## config.mk

```make
export PLATFORM = sky130hd
export DESIGN_NAME = fsm_cmd_arbiter
export DESIGN_NICKNAME = d
export VERILOG_FILES = /design/src/rtl/fsm_cmd_arbiter.sv
export SDC_FILE = /design/constraint.sdc
export NUM_CORES = 1
export LEC_CHECK = 0
export ABC_CLOCK_PERIOD_IN_PS = 2200
export BUFFER_PORTS_ARGS = -buffer_cell sky130_fd_sc_hd__buf_2
export CELL_PAD_IN_SITES_DETAIL_PLACEMENT = 1
export CELL_PAD_IN_SITES_GLOBAL_PLACEMENT = 2
export CORE_MARGIN = 2
export CORE_UTILIZATION = 33
export DETAILED_ROUTE_END_ITERATION = 10
export GPL_TIMING_DRIVEN = 0
export PLACE_DENSITY = 0.83
export REMOVE_ABC_BUFFERS = 1
export SLEW_MARGIN = 10
export SYNTH_ARGS = -nofsm -noshare
export SYNTH_HDL_FRONTEND = slang
export SYNTH_SLANG_ARGS = --single-unit
export TNS_END_PERCENT = 50
```

## constraint.sdc

```tcl
create_clock -name clk -period 2.2 [get_ports clk]
set_input_delay 0.33 -clock clk [delete_from_list [all_inputs] [get_ports clk]]
set_output_delay 0.33 -clock clk [all_outputs]
set_load 0.02 [all_outputs]
```

## src/rtl/fsm_cmd_arbiter.sv

```systemverilog
// Round-robin arbiter that feeds one requester's command at a time to the mode FSM.
// Latency: 1 cycle from request to registered grant/command; 1 cycle for live command changes.
// Backpressure: a grant lasts at most HOLD cycles; a one-cycle COOL then IDLE separate any two grants.
module fsm_cmd_arbiter #(
   parameter int NREQ = 3,
   parameter int CMDW = 3,
   parameter int HOLD = 4
) (
   input  logic                 clk,
   input  logic                 rst_n,
   input  logic [NREQ-1:0]      req,
   input  logic [NREQ*CMDW-1:0] cmd_in,
   input  logic [NREQ-1:0]      done,
   output logic [NREQ-1:0]      gnt,
   output logic [CMDW-1:0]      cmd_out,
   output logic                 cmd_vld,
   output logic                 busy,
   output logic                 err
);

   localparam int IW = $clog2(NREQ);
   localparam int CW = $clog2(HOLD + 1);

   localparam logic [1:0] IDLE  = 2'd0;
   localparam logic [1:0] GRANT = 2'd1;
   localparam logic [1:0] COOL  = 2'd2;

   localparam logic [NREQ-1:0] ONE      = NREQ'(1);
   localparam logic [CW-1:0]   CNT_LOAD = CW'(HOLD - 1);
   localparam logic [IW-1:0]   LAST_RST = IW'(NREQ - 1);

   logic [1:0]      state;
   logic [1:0]      nxt_state;
   logic [IW-1:0]   win;
   logic [IW-1:0]   last_gnt;
   logic [CW-1:0]   cnt;
   logic [IW-1:0]   pick;
   logic            pick_vld;
   logic            exit_grant;

   // Round-robin scan: first active request strictly after the previous winner, wrapping.
   always_comb begin
      int idx;
      idx      = 0;
      pick     = '0;
      pick_vld = 1'b0;
      for (int k = 1; k <= NREQ; k++) begin
         idx = (int'(last_gnt) + k) % NREQ;
         if (!pick_vld && req[idx]) begin
            pick     = IW'(idx);
            pick_vld = 1'b1;
         end
      end
   end

   // The current grant ends on hold expiry, the winner's done pulse, or the winner dropping req.
   always_comb begin
      exit_grant = (cnt == '0) || done[win] || !req[win];
   end

   // State register; the illegal encoding only ever leaves towards IDLE.
   always_ff @(posedge clk or negedge rst_n) begin
      if (!rst_n) begin
         state <= IDLE;
      end else begin
         state <= nxt_state;
      end
   end

   // Next-state decode.
   always_comb begin
      nxt_state = state;
      case (state)
         IDLE:    if (pick_vld) nxt_state = GRANT;
         GRANT:   if (exit_grant) nxt_state = COOL;
         COOL:    nxt_state = IDLE;
         default: nxt_state = IDLE;
      endcase
   end

   // Grant datapath: winner capture, hold counter, registered grant/command and sticky error.
   always_ff @(posedge clk or negedge rst_n) begin
      if (!rst_n) begin
         win      <= '0;
         last_gnt <= LAST_RST;
         cnt      <= '0;
         gnt      <= '0;
         cmd_out  <= '0;
         err      <= 1'b0;
      end else begin
         case (state)
            IDLE: begin
               if (pick_vld) begin
                  win     <= pick;
                  gnt     <= ONE << pick;
                  cmd_out <= cmd_in[pick*CMDW +: CMDW];
                  cnt     <= CNT_LOAD;
               end else begin
                  gnt     <= '0;
                  cmd_out <= '0;
               end
            end
            GRANT: begin
               if (exit_grant) begin
                  gnt      <= '0;
                  cmd_out  <= '0;
                  cnt      <= '0;
                  last_gnt <= win;
               end else begin
                  cnt     <= cnt - CW'(1);
                  cmd_out <= cmd_in[win*CMDW +: CMDW];
               end
            end
            COOL: begin
               gnt     <= '0;
               cmd_out <= '0;
            end
            default: begin
               gnt     <= '0;
               cmd_out <= '0;
               cnt     <= '0;
               err     <= 1'b1;
            end
         endcase
      end
   end

   // Status outputs decoded from registered state and grant.
   always_comb begin
      cmd_vld = |gnt;
      busy    = (state == GRANT) || (state == COOL);
   end

endmodule
```

==> impl_metrics.csv <==
group,metric,value,unit
flow_run,drv_cap,0,
worst_setup_path,endpoint_kind,"register",
sta,skew,0.00449,ns
cells_and_area,finalNonFillerCells,202,
cells_and_area,fin_util,0.402,
power,ir_worst_vdd,0.775,mV
cells_and_area,register_area,402,um2
clocking,cts_tree,"done",
logic_synthesis,ys_ff_latch,16,
worst_setup_path,worstPathArrival,2.21,ns
worst_hold_path,hold_path_class,"input pin to async pin",
drt,via_count,1059,
logic_synthesis,synth-async-reset-ratio,1.00,
logic_synthesis,synth_top_family_by_area,"compound AO/OA/AOI/OAI gates",
drt,wl_per_cell,15.3,um
power,finalPower,2.35,mW
sta,rsz0062_at_grt,"false",
worst_setup_path,cp_max_fo,6,
sta,hold_viol,7,
logic_synthesis,synth_compound_area_frac,0.212,
grt,overflow,0,
logic_synthesis,ys_seq_area_frac,0.328,
logic_synthesis,synthCells,129,
drt,antenna_left,0,
logic_synthesis,synthDistinctLibCells,42,
clocking,cts_root_buf,"clkbuf_8",
floorplanning,coreArea,3610,um2
clocking,postCtsHoldBufs,0,
logic_synthesis,yosysWarnings,0,
placed_design,io_buffers,25,
outcome,violations,"negative hold slack",
logic_synthesis,synth-simple-area-share,0.190,
sta,setup_viol,0,
clocking,cts-buffers-inserted,3,
floorplanning,dieArea,4220,um2
logic_synthesis,synth_fa_ha_area_frac,0.102,
floorplanning,rows,22,
placed_design,gp_congestion,0.793,
worst_setup_path,timing.rr.start,"last_gnt[1]",
worst_setup_path,max_stage_delay,0.56,ns
grt,grt_pass1_vias,1188,
cells_and_area,layout_common_cells,"buf_2, nand2_1, dfrtp_1, inv_1",
grt,antenna_found_initial,0,
floorplanning,start_util,0.340,
sta,holdWs,-0.00335,ns
placed_design,dp_hpwl,2390,um
sta,fmax,484,MHz
drt,drc_errors,0,
floorplanning,pin_count,26,
power,power_density,1620,nW/um2
placed_design,pre_cts_slack,-0.153,ns
logic_synthesis,muxShareOfSynthArea,0.101,
cells_and_area,syn2layout_area_growth,18.3,%
worst_setup_path,worstSetupPathType,"register to register",
worst_setup_path,startpoint,"last_gnt[1]",
drt,vias_per_cell,5.24,
cells_and_area,n_antenna_cell,0,
clocking,htreeDepth,1,
logic_synthesis,synth_area,1230,um2
worst_setup_path,cp_data_required_time,2.34,ns
cells_and_area,fillers,430,
logic_synthesis,yosys_most_used_dff,"dfrtp_1",
drt,dr.first_iter.drc_count,15,
cells_and_area,mostFrequentLayoutCell,"buf_2",
logic_synthesis,postSynthAreaPerCell,9.51,um2
floorplanning,die_x,65.0,um
sta,min_period,2.07,ns
sta,maxSlewViolCount,0,
sta,fin_ws,0.133,ns
cells_and_area,multi_input_area,766,um2
sta,post-route-period-util,0.940,
worst_setup_path,critPathLaunchType,"register",
grt,track_usage,0.161,
clocking,clk_latency,0.25,ns
power,power.leakage,0.697,nW
clocking,cts.reportedPaths.clkPinSlew,0.06,ns
drt,routed_wl,3080,um
cells_and_area,drive_above_1_share,0.292,
sta,max_slew.worst_pin.slew,0.436,ns
floorplanning,die_h,65.0,um
worst_setup_path,critical_path.slowest_cell,"dfstp_2",
logic_synthesis,synth_enable_flop_cells,0,
outcome,status,"complete, but fails checks",
grt,grt_pass1_wl,5340,um
sta,relSlewSlack,0.709,
drt,dr.pass1.iters,2,
worst_setup_path,crit_path_cell_trace,"inv_1 > ha_2 > mux2_4 > mux2i_2 > a41oi_2 > a32o_1",
grt,grt_max_degree,17,
clocking,clock-sinks,16,
logic_synthesis,synth-xor-area-share,0,
placed_design,dp_cells,197,
cells_and_area,nNetsFinal,182,
clocking,clockBufferDepth,2,
==> power breakdown <==
group / switching, mW / leakage (nW) / internal [mW]
combinational: 0.882 / 0.476 / 0.688
clock: 0.0982 / 0.0228 / 0.128
sequential: 0.129 / 0.198 / 0.425
==> kinds of logic after synthesis <==
kind of cell | Yosys count
buf+inv | 17
flops | 16
fa+ha+maj | 10
compound gates | 31
simple gates | 44
mux | 11
==> critical path: cells and delay by family (launching register included) <==
family,cells,cell delay [ns]
DFF,1,0.56
adders and majority gates,1,0.22
muxes,2,0.57
AOI/OAI and AO/OA,2,0.52
buffers and inverters,1,0.08
==> layer usage <==
| layer | global-route usage | vias to the layer above | part of all wire |
|---|---|---|---|
| met5 | 0 | - | 0 |
| met4 | 0.0160 | 0 | 0 |
| met3 | 0.0330 | 0 | 0.032 |
| met2 | 0.313 | 17 | 0.52 |
| met1 | 0.185 | 534 | 0.44 |
| li1 | - | 508 | - |
==> timing repair <==
action / 4_1_cts / 5_1_grt
pin swaps: 1 / 2
setup endpoints to repair: 4 / 4
gates resized for setup: 2 / 4
setup buffers: 1 / 0
==> flip-flops by register name, indices dropped and copies added, names as in the netlist <==
| name | flops |
|---|---|
| cmd_out | 3 |
| cnt | 3 |
| err | 1 |
| gnt | 3 |
| last_gnt | 2 |
| state | 2 |
| win | 2 |
==> synthesized netlist by cell type, types with 2 or more instances <==
library cell  count  share of area
nand3_1           3          0.012
clkbuf_1          2         0.0061
buf_6             2          0.018
inv_1            12          0.037
ha_1             10           0.10
o31ai_2           2          0.020
o21ai_0           5          0.020
nor2_1            3         0.0092
dfrtp_1          15           0.31
nand2b_1          3          0.015
a21oi_1           4          0.016
o221ai_1          4          0.029
o21ai_1           2         0.0082
o32a_1            2          0.016
nand2_1          18          0.055
nor2b_1           4          0.020
mux2i_1           8          0.065
and3_1            3          0.015
a32o_1            2          0.016
nand3b_1          2          0.012
mux2_4            2          0.024
==> path summary, 6_finish.rpt <==
check / to / slack [ns] / depth (start not counted)
worst max-delay path: cnt[2] / 0.13 / 6
worst min-delay path: state[1] / -0.003 / 1
worst max register to register: cnt[2] / 0.13 / 6
worst min register to register: err / 0.47 / 1
max in group asynchronous: last_gnt[1] / 1.88 / 1
min in group clk: cmd_out[1] / 0.40 / 3
==> cell type report <==
cell class,instances,share of cell area
multi-input cells,96,0.528
clock buffers,4,0.0311
inverters,12,0.0311
repair buffers,26,0.0915
flip-flops and latches,16,0.277
well taps,48,0.0414
==> metrics by stage <==
stage	TNS [ns]	cell area [um2]
finish	0	1450
global route	0	1450
CTS	0	1430
detailed placement	-0.521	1370
global placement	-0.374	1370
floorplan	0	1190
Power figures use the tool's default switching activity.
